## src/rtl/mul_seq_if.sv

```systemverilog
// Operand/product handshake bundle for the sequential multiplier.
// slave modport is the multiplier side; master modport is the producer/consumer side.
// Operands use valid_i/ready_o; the product uses valid_o/ready_i and holds under backpressure.
interface mul_seq_if #(
  parameter int WIDTH = 8
);
  logic [WIDTH-1:0]   A_i;
  logic [WIDTH-1:0]   B_i;
  logic               valid_i;
  logic               ready_o;
  logic [2*WIDTH-1:0] P_o;
  logic               valid_o;
  logic               ready_i;
  logic               busy_o;

  modport slave (
    input  A_i, B_i, valid_i, ready_i,
    output ready_o, P_o, valid_o, busy_o
  );

  modport master (
    output A_i, B_i, valid_i, ready_i,
    input  ready_o, P_o, valid_o, busy_o
  );
endinterface

```

## src/rtl/mul_seq.sv

```systemverilog
// Radix-2 shift-add unsigned multiplier, one multiplier bit consumed per cycle.
// Latency: accept edge 0, RUN on edges 1..WIDTH, product valid after edge WIDTH.
// Backpressure: product and valid_o hold in DONE until ready_i; operands accepted only in IDLE.
module mul_seq #(
  parameter int WIDTH = 8
) (
  input  logic       clk_i,
  input  logic       rst_n_i,
  mul_seq_if.slave   bus
);
  localparam int PW = 2 * WIDTH;
  localparam int CW = $clog2(WIDTH) + 1;

  typedef enum logic [1:0] {
    IDLE = 2'd0,
    RUN  = 2'd1,
    DONE = 2'd2
  } state_t;

  state_t          state;
  state_t          state_nxt;
  logic [PW-1:0]   mcand;
  logic [PW-1:0]   acc;
  logic [PW-1:0]   acc_sum;
  logic [PW-1:0]   prod;
  logic [WIDTH-1:0] mplr;
  logic [CW-1:0]   cnt;
  logic            last;

  // Final iteration: the product register captures this cycle's sum directly.
  assign last    = (cnt == CW'(WIDTH - 1));
  assign acc_sum = mplr[0] ? (acc + mcand) : acc;

  // State register.
  always_ff @(posedge clk_i or negedge rst_n_i) begin
    if (!rst_n_i) begin
      state <= IDLE;
    end else begin
      state <= state_nxt;
    end
  end

  // Next-state logic: fixed-length RUN, DONE waits for the consumer.
  always_comb begin
    state_nxt = state;
    case (state)
      IDLE:    if (bus.valid_i) state_nxt = RUN;
      RUN:     if (last)        state_nxt = DONE;
      DONE:    if (bus.ready_i) state_nxt = IDLE;
      default:                  state_nxt = IDLE;
    endcase
  end

  // Datapath: load on accept, shift-add in RUN, product register written only on RUN->DONE.
  always_ff @(posedge clk_i or negedge rst_n_i) begin
    if (!rst_n_i) begin
      mcand <= '0;
      mplr  <= '0;
      acc   <= '0;
      cnt   <= '0;
      prod  <= '0;
    end else begin
      case (state)
        IDLE: begin
          if (bus.valid_i) begin
            mcand <= PW'(bus.A_i);
            mplr  <= bus.B_i;
            acc   <= '0;
            cnt   <= '0;
          end
        end
        RUN: begin
          acc   <= acc_sum;
          mcand <= mcand << 1;
          mplr  <= mplr >> 1;
          cnt   <= cnt + 1'b1;
          if (last) begin
            prod <= acc_sum;
          end
        end
        default: ;
      endcase
    end
  end

  assign bus.ready_o = (state == IDLE);
  assign bus.valid_o = (state == DONE);
  assign bus.busy_o  = (state != IDLE);
  assign bus.P_o     = prod;
endmodule

```

## src/flat_wrapper.sv

```systemverilog
// flat-port wrapper written by rule: the top's interface ports become plain ports
module mul_seq_flat 
#(
  parameter int WIDTH = 8
)
  (clk_i, rst_n_i, bus_A_i, bus_B_i, bus_valid_i, bus_ready_i, bus_ready_o, bus_P_o, bus_valid_o, bus_busy_o);
  mul_seq_if #(.WIDTH(WIDTH)) bus_i ();
  input  logic clk_i;
  input  logic rst_n_i;
  input wire logic [$bits(bus_i.A_i)-1:0] bus_A_i;
  input wire logic [$bits(bus_i.B_i)-1:0] bus_B_i;
  input wire logic [$bits(bus_i.valid_i)-1:0] bus_valid_i;
  input wire logic [$bits(bus_i.ready_i)-1:0] bus_ready_i;
  output wire logic [$bits(bus_i.ready_o)-1:0] bus_ready_o;
  output wire logic [$bits(bus_i.P_o)-1:0] bus_P_o;
  output wire logic [$bits(bus_i.valid_o)-1:0] bus_valid_o;
  output wire logic [$bits(bus_i.busy_o)-1:0] bus_busy_o;
  assign bus_i.A_i = bus_A_i;
  assign bus_i.B_i = bus_B_i;
  assign bus_i.valid_i = bus_valid_i;
  assign bus_i.ready_i = bus_ready_i;
  assign bus_ready_o = bus_i.ready_o;
  assign bus_P_o = bus_i.P_o;
  assign bus_valid_o = bus_i.valid_o;
  assign bus_busy_o = bus_i.busy_o;
  mul_seq #(.WIDTH(WIDTH)) u_core (.clk_i(clk_i), .rst_n_i(rst_n_i), .bus(bus_i));
endmodule
```

## config.mk

```make
export PLATFORM = sky130hd
export DESIGN_NAME = mul_seq_flat
export DESIGN_NICKNAME = d
export VERILOG_FILES = /design/src/rtl/mul_seq_if.sv /design/src/rtl/mul_seq.sv /design/src/flat_wrapper.sv
export SDC_FILE = /design/constraint.sdc
export NUM_CORES = 1
export LEC_CHECK = 0
export CAP_MARGIN = 20
export CORE_MARGIN = 5
export CORE_UTILIZATION = 25
export CTS_CLUSTER_DIAMETER = 60
export DETAILED_ROUTE_END_ITERATION = 12
export PLACE_DENSITY = 0.44
export SLEW_MARGIN = 0
export SYNTH_ARGS = -nofsm -noshare
export SYNTH_HDL_FRONTEND = slang
export SYNTH_SLANG_ARGS = --single-unit
```

## constraint.sdc

```tcl
create_clock -name clk_i -period 4.1 [get_ports clk_i]
set_clock_uncertainty 0.1 [all_clocks]
set_input_delay 0.615 -clock clk_i [delete_from_list [all_inputs] [get_ports clk_i]]
set_output_delay 0.615 -clock clk_i [all_outputs]
set_load 0.05 [all_outputs]
```

* Yosys cells after proc, flatten, opt, wreduce, memory -nomap -nowiden
Index checks and enable logic that the tools add are counted.
Operators by class: reductions and logical operators 6, mux-type cells 13, add/sub/neg operators 2, equal/unequal tests 6
Operator list (count):
- case mux 16 bit (2 select lines) | 2
- 2-to-1 mux 16 bit | 3
- adder 16 bit | 1
- case mux 8 bit (2 select lines) | 1
- 2-to-1 mux 8 bit | 1
- case mux 4 bit (2 select lines) | 1
- 2-to-1 mux 2 bit | 3
- case mux 2 bit (3 select lines) | 1
- adder 4 x 1 -> 4 bit, second input constant | 1
- equality test 4 x 3 -> 1 bit, second input constant | 1
- 2-to-1 mux 4 bit | 1
- != test 2 bit, second input constant | 2
- AND reduction 2 bit | 2
- nonzero test 2 bit | 2
- AND reduction 3 bit | 1
- equality test 2 x 1 -> 1 bit, second input constant | 1
- equality test 2 bit, second input constant | 1
- logical NOT 2 bit | 1
- != test 2 x 1 -> 1 bit, second input constant | 1
Word-level totals: input port bits 20, register bits 62, output and inout port bits 19

* Depth between registers and ports, before layout
depth in word-level cells 3, depth in mapped cells 8

* Least setup slack after synthesis
No wires, ideal clock.
path type reg2reg, start point register u_core.acc[0], end point register u_core.prod[12] (netlist: u_core.bus.P_o[12]), arrival time 2.087 ns, period minus slack after synthesis 2.311 ns, required time 3.876 ns, stages on the path, launching flop included 9, path slack 1.789 ns, cell sequence dfrtp_1 ha_1 fa_1 a21o_1 a31oi_1 o21ai_0 o22ai_1 mux2i_1 a211o_1
On the way: word-level cells in the longest chain between the ends 2
Ends and longest elaborated chain:
- start: declaration | RTL line mul_seq.sv:23 | logic [PW-1:0] acc;
- start signal: assignment | RTL line mul_seq.sv:73 | acc <= acc_sum;
- adder 16 bit | RTL line mul_seq.sv:32 | assign acc_sum = mplr[0] ? (acc + mcand) : acc;
- 2-to-1 mux 16 bit | RTL line mul_seq.sv:32
- end signal: assignment | RTL line mul_seq.sv:78 | prod <= acc_sum;
- end: declaration | RTL line mul_seq.sv:25 | logic [PW-1:0] prod;
No other way between the ends. A chain may end at the register's enable or synchronous reset.

* Worst setup path after layout
start point register u_core.state[1], end point output bus_ready_o
On the way: word-level cells in the longest chain between the ends 1
Ends and longest elaborated chain:
- start: declaration | RTL line mul_seq.sv:20 | state_t state;
- start signal: assignment | RTL line mul_seq.sv:39 | state <= state_nxt;
- logical NOT 2 bit | RTL line mul_seq.sv:86 | assign bus.ready_o = (state == IDLE);
- end: declaration | RTL line flat_wrapper.sv:14 | output wire logic [$bits(bus_i.ready_o)-1:0] bus_ready_o;
No other way between the ends.

==> results.cfg <==
[status]
status = completed

[sta]
relSlewSlack_pct = 37.70
fin_crit_sh_pct = 72.92
fmax_mhz = 334.5
tns_ps = 0
hold_viol = 0
setup_violations = 0
maxSlewViolCount = 0
grt_setup_unrepaired = false
period_needed_ps = 2990
worst_pin_slew_ps = 934.5

[global_route]
grt_first_pass_wirelength_mm = 15.15
antenna_found_initial = 0
grt_max_degree = 40
track_usage_pct = 11.55
grt_pass1_vias = 2923
overflow = 0

[pwr]
peakVddDrop_mv = 0.4320
total_power_mw = 3.538
leakage_nw = 1.927
p_per_area_nw_per_um2 = 803.3

[yosys]
synth_edf_count = 0
synth_compound_area_share_pct = 24.96
synth-xor-area-share_pct = 3.226
yosysUniqueCellTypes = 51
synth_area_um2 = 3530
synthAdderAreaFrac_pct = 6.239
synth_top_area_share_pct = 43.96
yosysMostFrequentCell = dfrtp_1
synthesis.instances = 366
synthMuxAreaShare_pct = 2.871
ys.flop_type = dfrtp_1
synth_top_family_by_area = compound AO/OA/AOI/OAI gates
syn-num-nets = 403
synth-simple-area-share_pct = 15.67
synth_area_leaders = dfrtp_1 (44%), o21ai_0 (6.1%), ha_1 (5.7%)
avgSynthCellArea_um2 = 9.644
yosysWarnings = 0
yosysSeqAreaShare_pct = 43.96
async_reset_ff_share_pct = 100.0
synth_top_cell_by_area = dfrtp_1
synth.ff_latch_count = 62
ys_top_cells_by_count = dfrtp_1 (62), o21ai_0 (43), a21oi_1 (34)

[drt]
wl_per_cell_um = 15.35
via_per_inst = 4.825
vias = 2818
first_pass_iters = 4
drtAntennaViolNets = 0
wl_mm = 8.963
post-route-drc-count = 0
first_iter_violations = 166

[die]
rows = 43
die-area_um2 = 16590
core_area_um2 = 13880
dieHeight_um = 128.8
chipWidth_um = 128.8
ios = 39
initial_core_util_pct = 25.43

[worst_setup_path]
worstSetupPathType = flip-flop to output port
endpoint_kind = output port
cp_data_arrival_time_ps = 2270
cp_max_fo = 24
cp.depth = 3
crit_family = buffers and inverters
reg2reg_from = u_core.state[0]
crit_path_max_incr_delay_ps = 790
slowest_stage = clkdlybuf4s50_1
worst-path-buf-inv = 2
critPathLaunchType = flip-flop
required_ps = 3380
critPathLaunch = u_core.state[1]
rr_worst_depth = 6
crit_chain = or2_2 > inv_1 > clkdlybuf4s50_1

[final_layout]
nets = 437
layout-drive-gt1-share_pct = 8.911
final_util_pct = 31.73
fill_cells = 1469
design_area_um2 = 4404
areaGrowthSynthToFinish_pct = 24.78
final_cell_count_no_fill = 584
antenna_cells = 0

[clock_tree]
path_clk_slew_ps = 50
clock-root-buffer = clkbuf_16
clockBufferDepth = 2
cts_setup_buffers = 0
numCtsBuffers = 9
cts_max_level = 3
postCtsHoldBufs = 0
clock-sinks = 62
clk_latency_ps = 330
tritoncts = yes
ctsResizeCount = 0

[worst_hold_path]
hp-class = primary input to asynchronous set/reset pin

[job]
cap_violations = 0

[place]
place_area_um2 = 4081
routabilityCongestion = 0.8337
hpwl_mm = 6.298
dp.cells = 569
portBuffers = 38
-- cells by family after synthesis --
| family | after synthesis |
|---|---|
| AOI/OAI and AO/OA | 137 |
| and+or+nand+nor | 103 |
| DFF | 62 |
| buffers and inverters | 24 |
| adders and majority gates | 17 |
| xor gates and xnor gates | 13 |
| muxes | 10 |
-- worst register-to-register path, delay by kind of cell, from the launching register on --
kind / cells / cell delay (ps)
AND/OR/NAND/NOR: 3 / 1190
flip-flops: 1 / 810
buffers and inverters: 1 / 310
AO/OA/AOI/OAI: 2 / 160
-- cells in the final DEF, fill, tap and decap left out, types with 2 or more instances in the layout --
cell type / synthesis / final
nor2_1: 15 / 15
a31oi_1: 2 / 2
ha_1: 16 / 16
nor2b_1: 20 / 20
a211o_1: 2 / 2
nor3b_1: 7 / 7
bufinv_16: 0 / 2
nand2b_1: 2 / 2
clkbuf_16: 0 / 9
a21oi_1: 34 / 34
buf_4: 2 / 5
o21ai_0: 43 / 42
a211oi_2: 2 / 2
xor2_1: 6 / 6
xnor2_1: 7 / 7
clkinv_2: 0 / 2
a21o_1: 7 / 7
clkdlybuf4s50_1: 0 / 37
clkbuf_8: 1 / 2
a22oi_1: 13 / 13
dfrtp_1: 62 / 62
or2_2: 2 / 2
o31ai_1: 2 / 2
inv_1: 3 / 3
o21bai_1: 4 / 4
nand3_1: 8 / 8
a22o_1: 16 / 16
nand2_1: 33 / 33
or3b_1: 2 / 2
mux2i_1: 9 / 9
nand3b_1: 3 / 3
o21ai_1: 3 / 4
nor3_1: 2 / 2
-- per-stage QoR --
stage | hold slack [ps] | setup WS (ps)
detailed placement | 371.5 | 1386
floorplan | 219.4 | 1789
global route | 401.3 | 971.0
finish | 320.2 | 1110
CTS | 357.0 | 1089
global placement | 363.9 | 1279
-- flip-flops by register name (all words and copies together), names as in the netlist --
signal          cells
u_core.state        2
u_core.mcand       16
u_core.bus.P_o     16
u_core.mplr         8
u_core.cnt          4
u_core.acc         16
-- path summary, 6_finish.rpt --
kind                                 endpoint  slack, ps
setup / recovery                  bus_ready_o       1110
hold / removal             u_core.bus.P_o[14]        320
setup reg to reg           u_core.bus.P_o[10]       1450
hold reg to reg             u_core.bus.P_o[9]        370
max in group asynchronous       u_core.acc[3]       2710
min in group clk_i          u_core.bus.P_o[9]        370
-- area by class of cell --
class	instances	area (um2)	share of cell area, %
flip-flops and latches	62	1551	35.23
clock buffers	11	252.7	5.739
inverters	3	11.26	0.2557
repair buffers	44	424.2	9.631
multi-input cells	280	1869	42.44
clock inverters	4	70.07	1.591
well taps	180	225.2	5.114
-- report_power, final --
part	total [mW]	leakage (nW)	internal (mW)	switching, mW
clock	0.823	0.161	0.559	0.264
sequential	1.10	0.822	0.854	0.241
combinational	1.62	0.943	0.635	0.985
-- per-layer routing --
layer	share of wire, %	track usage (%)	up-vias
met3	3.9	2.574	7
met1	49	16.03	1362
li1	-	-	1409
met4	1.3	4.324	0
met2	46	17.59	40
met5	0	0	-
Note: power is estimated with default switching activity, not from simulation.
